## config.mk

```make
export PLATFORM = sky130hd
export DESIGN_NAME = regfile_wb_arbiter
export DESIGN_NICKNAME = d
export VERILOG_FILES = /design/src/rtl/regfile_wb_arbiter.sv
export SDC_FILE = /design/constraint.sdc
export NUM_CORES = 1
export LEC_CHECK = 0
export CAP_MARGIN = 20
export CORE_ASPECT_RATIO = 0.5
export CORE_MARGIN = 2
export CORE_UTILIZATION = 34
export DETAILED_ROUTE_END_ITERATION = 8
export PLACE_DENSITY = 0.74
export SYNTH_ARGS = -nofsm -noshare
export SYNTH_HDL_FRONTEND = slang
export SYNTH_SLANG_ARGS = --single-unit
```

## constraint.sdc

```tcl
create_clock -name clk -period 2.85 [get_ports clk]
set_clock_uncertainty 0.2 [all_clocks]
set_input_delay 0.4275 -clock clk [delete_from_list [all_inputs] [get_ports clk]]
set_output_delay 0.4275 -clock clk [all_outputs]
set_load 0.02 [all_outputs]
```

## src/rtl/regfile_wb_arbiter.sv

```systemverilog
// ============================================================================
// regfile_wb_arbiter : two-port writeback arbiter with pending-write scoreboard
// Optional macro WB_ROUND_ROBIN_EN selects round-robin instead of fixed priority.
// Revision: 1.0
// ============================================================================
`default_nettype none

module regfile_wb_arbiter (
    input  logic        clk,
    input  logic        reset,
    input  logic        req0_valid,
    output logic        req0_ready,
    input  logic [4:0]  req0_reg,
    input  logic [63:0] req0_data,
    input  logic        req1_valid,
    output logic        req1_ready,
    input  logic [4:0]  req1_reg,
    input  logic [63:0] req1_data,
    output logic [4:0]  rf_WriteRegister,
    output logic [63:0] rf_WriteData,
    output logic        rf_RegWrite,
    input  logic        alloc_valid,
    input  logic [4:0]  alloc_reg,
    input  logic [4:0]  rd1_reg,
    input  logic [4:0]  rd2_reg,
    output logic [31:0] busy,
    output logic        stall
);

    localparam logic [4:0] ZERO_REG = 5'd31;

    logic        grant0;
    logic        grant1;
    logic        xfer;
    logic [4:0]  sel_reg;
    logic [63:0] sel_data;

    logic [4:0]  wreg_q;
    logic [63:0] wdata_q;
    logic        wen_q;
    logic [30:0] busy_q, busy_d;
    logic [30:0] set_mask, clr_mask;

`ifdef WB_ROUND_ROBIN_EN
    logic prio_q, prio_d;

    // prio_q=0 prefers req0, prio_q=1 prefers req1
    always_comb begin
        grant0 = reset & req0_valid & (~req1_valid | ~prio_q);
        grant1 = reset & req1_valid & (~req0_valid |  prio_q);
        prio_d = prio_q;
        if (grant0 && req0_valid) begin
            prio_d = 1'b1;
        end else if (grant1 && req1_valid) begin
            prio_d = 1'b0;
        end
    end

    always_ff @(posedge clk or negedge reset) begin
        if (!reset) begin
            prio_q <= 1'b0;
        end else begin
            prio_q <= prio_d;
        end
    end
`else
    always_comb begin
        grant0 = reset & req0_valid;
        grant1 = reset & req1_valid & ~req0_valid;
    end
`endif

    assign req0_ready = grant0;
    assign req1_ready = grant1;

    always_comb begin
        xfer     = grant0 | grant1;
        sel_reg  = grant1 ? req1_reg  : req0_reg;
        sel_data = grant1 ? req1_data : req0_data;

        clr_mask = '0;
        set_mask = '0;
        if (xfer && (sel_reg != ZERO_REG)) begin
            clr_mask = 31'(1) << sel_reg;
        end
        if (alloc_valid && (alloc_reg != ZERO_REG)) begin
            set_mask = 31'(1) << alloc_reg;
        end
        // set applied after clear so a same-edge alloc keeps the register busy
        busy_d = (busy_q & ~clr_mask) | set_mask;
    end

    always_ff @(posedge clk or negedge reset) begin
        if (!reset) begin
            wreg_q  <= '0;
            wdata_q <= '0;
            wen_q   <= 1'b0;
            busy_q  <= '0;
        end else begin
            busy_q <= busy_d;
            wen_q  <= xfer && (sel_reg != ZERO_REG);
            if (xfer) begin
                wreg_q  <= sel_reg;
                wdata_q <= sel_data;
            end
        end
    end

    assign rf_WriteRegister = wreg_q;
    assign rf_WriteData     = wdata_q;
    assign rf_RegWrite      = wen_q;
    assign busy             = {1'b0, busy_q};

    // the file write lands a cycle after acceptance, so the in-flight write also stalls
    assign stall = busy[rd1_reg] | busy[rd2_reg] |
                   (wen_q && ((wreg_q == rd1_reg) || (wreg_q == rd2_reg)));

endmodule

`default_nettype wire

```

After elaboration in Yosys (flattened, before gate mapping)
Index checks and enable logic that the tools add are counted.
{"block": "totals", "register_bits": 101, "out_inout_bits": 105, "wordCells": 34}
{"block": "classes", "magnitude_cmp": 2, "eq_ne": 4, "shift": 2, "n_mux": 8, "bitwise_logic": 10, "reduce_logical": 4}
{"operator": "two-way mux 64 bit", "n": 1}
{"operator": "two-way mux 31 bit", "n": 2}
{"operator": "<< shifter 1 x 5 -> 31 bit (first input constant)", "n": 2}
{"operator": "bitwise AND 31 bit", "n": 1}
{"operator": "inverter 31 bit", "n": 1}
{"operator": "OR 31 bit", "n": 1}
{"operator": "less-than comparator 5 x 6 -> 1 bit (second input constant)", "n": 2}
{"operator": "binary-select mux 1 bit (select 5 bit)", "n": 2}
{"operator": "== test 5 bit", "n": 2}
{"operator": "inequality test 5 bit (second input constant)", "n": 2}
{"operator": "two-way mux 5 bit", "n": 1}
{"operator": "bitwise AND 1 bit", "n": 3}
{"operator": "logical AND 1 bit", "n": 3}
{"operator": "OR 1 bit", "n": 3}
{"operator": "two-way mux 1 bit", "n": 2}
{"operator": "logical OR 1 bit", "n": 1}
{"operator": "inverter 1 bit", "n": 1}

Longest topological paths before layout
Gate-level depths: netlist of the first run.
{"block": "depth", "depth_word": 9, "depth_mapped": 7, "ltp_nobuf": 5}

Worst setup path before layout of the first run
OpenSTA, ideal clock, no wires.
{"block": "synth_path", "path_kind": "input port to output port", "from": "in rd2_reg[0]", "to": "out stall", "t_arrival_ns": 1.854, "slack_ns": 0.368, "stages": 5, "path_buffers": 1, "cell_sequence": "clkbuf_1 mux4_2 o211a_1 o21ai_0 nand4_1"}
{"block": "synth_via", "elab_chain_cells": 4, "word_cells_on_any_way": 7, "classes_between": "eq/ne: 1; mux: 2; bitwise: 2; reduce/logical: 2"}
{"element": "from (decl)", "line_no": "25", "source": "input logic [4:0] rd2_reg,"}
{"element": "binary-select mux 1 bit (select 5 bit) or == test 5 bit (tied branches)", "line_no": "115, 116"}
{"element": "two-way mux 1 bit (implied by the code) or logical OR 1 bit (tied branches)", "line_no": "115, 116"}
{"element": "OR 1 bit or logical AND 1 bit (tied branches)", "line_no": "115, 116"}
{"element": "OR 1 bit *", "line_no": "115", "source": "assign stall = busy[rd1_reg] | busy[rd2_reg] |"}
{"element": "to (decl)", "line_no": "27", "source": "output logic stall"}
Mark *: on every way between the ends. The rest lies on a longest branch, timed or not. The select of a mux whose other input is x is not followed.

Final worst setup path of the first run
{"block": "layout_path", "from": "in rd2_reg[2]", "to": "out stall"}
Same word-level chain as after synthesis.

==> results of run 1 <==
[kinds of logic (layout without fill, tap and decap cells)]
group                     after synthesis  after routing
AOI/OAI and AO/OA                     286            286
xor gates and xnor gates               10             10
buffers and inverters                  59            331
DFF                                   101            101
muxes                                  26             26
other                                   1              1
and+or+nand+nor                        54             54
[cells in the mapped netlist, types with 2 or more instances]
master / count
a211oi_1: 2
a21oi_1: 67
a311oi_1: 3
a31oi_1: 3
buf_1: 9
buf_2: 4
buf_4: 2
clkbuf_1: 31
dfrtp_1: 101
inv_1: 12
mux2_2: 3
mux2i_1: 11
mux4_2: 11
nand2_1: 14
nand2b_1: 2
nand3_1: 15
nand3b_1: 3
nand4_1: 2
nor2_1: 5
nor2b_1: 4
nor3b_1: 3
o211a_1: 2
o211ai_1: 2
o21a_1: 2
o21ai_0: 66
o22ai_1: 133
xnor2_1: 10
[worst max-delay path: cells and delay by family]
family                 cells  cell delay, ns
buffers and inverters      3            0.90
AO/OA/AOI/OAI              3            0.41
multiplexers               1            0.29
AND/OR/NAND/NOR            1            0.12
[repair_timing]
action | CTS | global route
gates cloned | 0 | 0
endpoints found under the hold margin | 15 | 0
buffers inserted | 1 | 0
resized for setup | 12 | 3
pin swaps | 3 | 0
hold buffers | 1 | 0
endpoints found under the setup margin | 1 | 2
[layer usage]
layer / GRT usage / routed length (µm) / share of wire
met2: 0.388 / 9430 / 0.49
met4: 0.0612 / 410 / 0.021
met1: 0.304 / 8270 / 0.43
met5: 0 / 0 / 0
met3: 0.0415 / 1100 / 0.057
[power breakdown]
part           switching (mW)  internal (mW)
clock network           0.575          0.722
logic                   0.893          0.997
registers               0.275           1.69
[placed cells by master (no fill, tap or decap), types with 3 or more instances in the layout]
cell / synthesis / final
inv_1: 12 / 11
mux2_2: 3 / 3
nor3b_1: 3 / 3
clkdlybuf4s50_1: 0 / 254
nor2_1: 5 / 5
nor2b_1: 4 / 4
a31oi_1: 3 / 3
xnor2_1: 10 / 10
mux2i_1: 11 / 11
buf_4: 2 / 36
dfrtp_1: 101 / 101
buf_6: 1 / 5
mux4_2: 11 / 11
nand2_1: 14 / 12
o22ai_1: 133 / 133
nand3b_1: 3 / 3
a311oi_1: 3 / 3
nand3_1: 15 / 15
a21oi_1: 67 / 67
clkbuf_16: 0 / 9
o21ai_0: 66 / 66
dlygate4sd2_1: 0 / 3
[stage by stage]
step	std cells	hold WS, ns	TNS [ns]	util	worst slack (ns)
floorplan	537	-0.0681	0	-	0.368
global placement	989	0.0358	-0.476	0.558	-0.476
detailed placement	989	0.0347	-0.480	0.558	-0.480
CTS	1007	0.259	0	0.581	0.0251
global route	1007	0.249	0	0.581	0.00283
finish	1007	0.258	0	0.581	0.0815
[flip-flops by register name (all words and copies together), names as in the netlist]
name	count
busy_q	31
rf_RegWrite	1
rf_WriteData	64
rf_WriteRegister	5
[layout make-up]
class                      instances  area, µm²  share of cell area
tap                              198        248              0.0289
inverter                          12       45.0             0.00526
multi-input combinational        377       2470               0.288
clock inverter                     6       76.3             0.00891
timing repair buffer             303       2960               0.346
sequential                       101       2530               0.295
clock buffer                      10        239              0.0279
[worst max path at each step]
stage	start	endpoint	slack, ns	cells after the start
floorplan	rd2_reg[0]	stall	0.37	5
global placement	rd2_reg[1]	stall	-0.48	8
detailed placement	rd2_reg[1]	stall	-0.48	8
CTS	reset	req0_ready	0.03	6
global route	rd2_reg[2]	stall	0.003	8
finish	rd2_reg[2]	stall	0.08	8
==> out/metrics.yaml, run 1 <==
floorplanning:
  boundaryPins: 263
  die_w_um: 179
  dieArea_mm2: 0.0164
  core_mm2: 0.0147
  rows: 31
  initial_utilization: 0.355
  dieHeight_um: 91.7
global_route:
  grt_util_all_layers: 0.230
  grt_max_degree: 152
  grt_pass1_wl_um: 30100
  first_global_vias: 5731
  antenna_found_initial: 0
  overflow: 0
setup_path:
  cp_data_arrival_time_ns: 2.14
  cpMostUsedCell: "buf_4"
  cp_cell_sequence: "clkdlybuf4s50_1 > buf_4 > mux4_2 > o2bb2ai_1 > a311oi_1 > o21ai_0 > nand4_1 > buf_4"
  worst_r2r_path_depth: 2
  max_stage_delay_ns: 0.53
  startpoint_type: "input pin"
  crit_fanout: 7
  cp_slowest_cell: "clkdlybuf4s50_1"
  worstSetupEndpointType: "output port"
  worstReg2RegEnd: "rf_WriteRegister[1]$_DFFE_PN0P_"
  r2r-start: "rf_WriteRegister[1]$_DFFE_PN0P_"
  rrSetupSlack_ns: 1.79
  cp_data_required_time_ns: 2.22
  crit_type: "in -> out"
placement:
  place.gp.congestion: 0.866
  dpl-instance-area_mm2: 0.00822
  dp_hpwl_um: 14100
  placement.io_buffers: 261
timing:
  hold_viol: 0
  maxSlewHeadroom: 0.488
  rsz0062_at_grt: "false"
  fin_crit_sh: 0.971
  drv_slew: 0
  setup-violations-final: 0
  period_minus_slack_ns: 2.77
  clock.fmax_mhz: 361
  worst_pin_slew_ns: 0.764
synth:
  synthTopCellsByArea: "dfrtp_1 48%, o22ai_1 16%, a21oi_1 6.4%"
  yosysTopAreaCellShare: 0.483
  synth.ff_latch_count: 101
  syn_nets: 695
  synth_fa_ha_area_frac: 0
  async_reset_ff_frac: 1.00
  synth_compound_area_frac: 0.318
  yosysUniqueCellTypes: 42
  synth-xor-area-share: 0.0168
  synth.cell_area_mm2: 0.00523
  synthMuxAreaShare: 0.0778
  synth_top_area_cell: "dfrtp_1"
  syn_area_per_cell_um2: 9.74
  yosysWarnings: 0
  synth_edf_count: 0
  synth_simple_gate_area_share: 0.0567
  synth_top_family_by_area: "compound AO/OA/AOI/OAI gates"
  syn_inst: 537
  ys.flop_type: "dfrtp_1"
  ys_seq_area_frac: 0.483
clocking:
  tritoncts: "done"
  clkLatencyLatePin_ns: 0.34
  htreeDepth: 3
  clkSinkCount: 101
  cts_buffer_depth: 2
  clkTransAtPathRegs_ns: 0.07
  root_buffer: "clkbuf_16"
  cts_buffers: 9
routing:
  vias: 5692
  viasPerCell: 5.65
  wirelength_um: 19200
  drc: 0
  wl_per_cell_um: 19.1
  first_pass_iters: 4
  drt_iter0_drc: 334
  final_antenna_net_count: 0
worst_hold_path:
  min_path_type: "in -> async"
power:
  ir_drop_mv: 0.273
  power.total_mw: 5.15
  p_leak_nw: 3.33
  p_per_area_mw_per_mm2: 601
layout:
  fill_cells: 1302
  drive_above_1_share: 0.104
  num_antenna_cells: 0
  fin_area_mm2: 0.00857
  area_delta_synth_final_pct: 63.9
  fin_nets: 962
run:
  maxCapViolations: 0
status:
  outcome: "completed"
Power figures use the tool's default switching activity.
==> run 2: changes to the inputs <==
GPL_TIMING_DRIVEN = 0   (was not set)
HOLD_SLACK_MARGIN = 0.02   (was not set)
==> run 2 against run 1 <==
Flip-flop and latch count did not move. Non-clock buffer count rose by 5. Sequential share of layout area rose by 0.23 points. Fmax fell by 0.87%. Final cell count rose by 0.50%. Clock power barely moved. Die area did not move. Largest power group unchanged.
==> out/metrics.yaml, run 2 (synthesized netlist as in run 1, its figures left out) <==
setup_path:
  crit_start: "rd1_reg[1]"
  worstSetupEndpointType: "output port"
  cp_top_family: "buffers and inverters"
  cp_cell_sequence: "clkdlybuf4s50_1 > buf_6 > mux4_2 > o211a_1 > a211oi_2 > nand4_1 > buf_2"
  max_stage_delay_ns: 0.52  # about the same
  r2r-start: "rf_WriteRegister[0]$_DFFE_PN0P_"
  rrSetupSlack_ns: 1.81  # +0.02 ns
  cp_data_arrival_time_ns: 2.17  # +0.03 ns
  worstReg2RegEnd: "rf_WriteRegister[0]$_DFFE_PN0P_"
  crit_type: "in -> out"
  crit_fanout: 10  # +3
  worst_r2r_path_depth: 2  # unchanged
  cp_data_required_time_ns: 2.22  # about the same
  startpoint_type: "input pin"
  cp.depth: 7  # -1
  critical_path_buf_inv_count: 3  # unchanged
  worstSetupEndpoint: "stall"
  cp_slowest_cell: "clkdlybuf4s50_1"
routing:
  drt_iter0_drc: 407  # +22%
  viasPerCell: 5.66  # +0.10%
  first_pass_iters: 5  # +1
  wl_met3_um: 1090  # -1.1%
  drc: 0  # unchanged
  wirelength_um: 19700  # +2.8%
  final_antenna_net_count: 0  # unchanged
  dr_wl_met2_um: 9790  # +3.8%
  wl_met1_um: 8670  # +4.8%
  vias: 5726  # +0.60%
  wl_per_cell_um: 19.5  # +2.3%
  top_layer: "met4"
timing:
  hold_viol: 0  # unchanged
  period_minus_slack_ns: 2.79  # +0.0242 ns
  setup-violations-final: 0  # unchanged
  drv_slew: 0  # unchanged
  worst_pin_slew_ns: 0.802  # +0.0380 ns
  maxSlewHeadroom: 0.463  # -0.0255
  timing.final.ws_setup_ns: 0.0572  # -0.0242 ns
  whs_ns: 0.00117  # -0.257 ns
  clock.fmax_mhz: 358  # -0.87%
  setup_tns_ns: 0  # unchanged
  rsz0062_at_grt: "false"
  fin_crit_sh: 0.980  # +0.00851
floorplanning:
  die_w_um: 179  # unchanged
  boundaryPins: 263  # unchanged
  core_mm2: 0.0147  # unchanged
  dieHeight_um: 91.7  # unchanged
  dieArea_mm2: 0.0164  # unchanged
  rows: 31  # unchanged
  initial_utilization: 0.355  # unchanged
placement:
  place.gp.congestion: 0.827  # -4.4%
  pre_cts_ws_ns: -0.730  # -0.250 ns
  dp_hpwl_um: 14700  # +4.4%
  dp.cells: 993  # +0.40%
  placement.io_buffers: 257  # -1.5%
status:
  outcome: "completed"
power:
  combinationalPowerShare: 0.361  # -0.006
  p_leak_nw: 3.23  # -3.0%
  seq_power_share: 0.386  # +0.005
  p_per_area_mw_per_mm2: 598  # -0.41%
  p_switching_mw: 1.70  # -2.5%
  p_int_mw: 3.39  # -0.54%
  ir_drop_mv: 0.294  # +7.7%
  p_clk_frac: 0.253  # about the same
  p_sw_frac: 0.334  # -0.00442
  power.total_mw: 5.09  # -1.2%
layout:
  layout_commonest_cell: "clkdlybuf4s50_1"
  largest_reg_flops: 64  # unchanged
  fin_nets: 967  # +0.52%
  num_antenna_cells: 0  # unchanged
  final_cell_mix: "254 x clkdlybuf4s50_1, 133 x o22ai_1, 101 x dfrtp_1, 67 x a21oi_1, 66 x o21ai_0"
  drive_above_1_share: 0.0663  # -0.0375
  fin_cells: 1012  # +0.50%
  area_delta_synth_final_pct: 62.6
  fill_cells: 1284  # -1.4%
clocking:
  clkSinkCount: 101  # unchanged
  htreeDepth: 3  # unchanged
  clkTransAtPathRegs_ns: 0.07  # about the same
  cts_buffer_depth: 2  # unchanged
  tritoncts: "done"
  clkLatencyLatePin_ns: 0.33  # about the same
  root_buffer: "clkbuf_16"
  cts_buffers: 9  # unchanged
global_route:
  antenna_found_initial: 0  # unchanged
  grt_max_degree: 70  # -54%
  grt_util_all_layers: 0.238  # +0.00836
  grt_pass1_wl_um: 30700  # +2.2%
  first_global_vias: 5516  # -3.8%
  overflow: 0  # unchanged
run:
  maxCapViolations: 0  # unchanged
worst_hold_path:
  min_path_type: "in -> async"
run 2: tightest hold or removal path: stages:
cell	delay (ns)
buf_8	0.10
buf_16	0.12
buf_16	0.28
run 2: timing repair:
item,CTS,global route
hold buffers,4,0
buffers inserted,1,0
hold endpoints to repair,32,0
setup endpoints to repair,3,1
resized for setup,16,6
run 2: power by group through the flow:
stage	sequential [mW]	combinational (mW)	clock, mW
5_1_grt	2.00	1.97	1.38
4_1_cts	1.95	1.84	1.31
6_report	1.96	1.84	1.29
2_1_floorplan	2.23	0.558	0
3_5_place_dp	1.98	1.82	0
3_3_place_gp	1.97	1.79	0
run 2: layout make-up:
class                      instances  area (µm²)  share of cell area
buffer                            45         213              0.0250
clock buffer                      11         253              0.0297
clock inverter                     5        66.3             0.00780
inverter                          12        45.0             0.00530
multi-input combinational        377        2470               0.290
sequential                       101        2530               0.297
tap                              198         248              0.0291
timing repair buffer             263        2680               0.316
run 2: worst min-delay path by stage:
stage | startpoint | to | slack [ns] | depth (start not counted)
after global placement | busy_q[3]$_DFF_PN0_ | busy_q[3]$_DFF_PN0_ | 0.35 | 2
final | reset | rf_WriteData[11]$_DFFE_PN0P_ | 0.001 | 3
after global routing | reset | rf_WriteData[8]$_DFFE_PN0P_ | 0.02 | 3
after floorplan | reset | busy_q[0]$_DFF_PN0_ | -0.07 | 0
after CTS | reset | rf_WriteData[8]$_DFFE_PN0P_ | 0.03 | 3
after detailed placement | reset | rf_WriteData[21]$_DFFE_PN0P_ | 0.22 | 1
run 2: metrics by stage:
stage	cell area, µm²	utilization
floorplan	5230	-
global placement	8050	0.546
detailed placement	8070	0.548
CTS	8490	0.576
global route	8500	0.577
finish	8500	0.577
run 2: layer usage:
metal	up-vias	global-route usage
met3	18	0.0361
met2	214	0.386
met1	2839	0.341
met4	0	0.0437
met5	-	0
li1	2655	-
==> run 3: changes to the inputs <==
CTS_CLUSTER_DIAMETER = 200   (was not set)
==> results of run 3 <==
The final DEF is identical to that of run 2; final timing and power are the same.
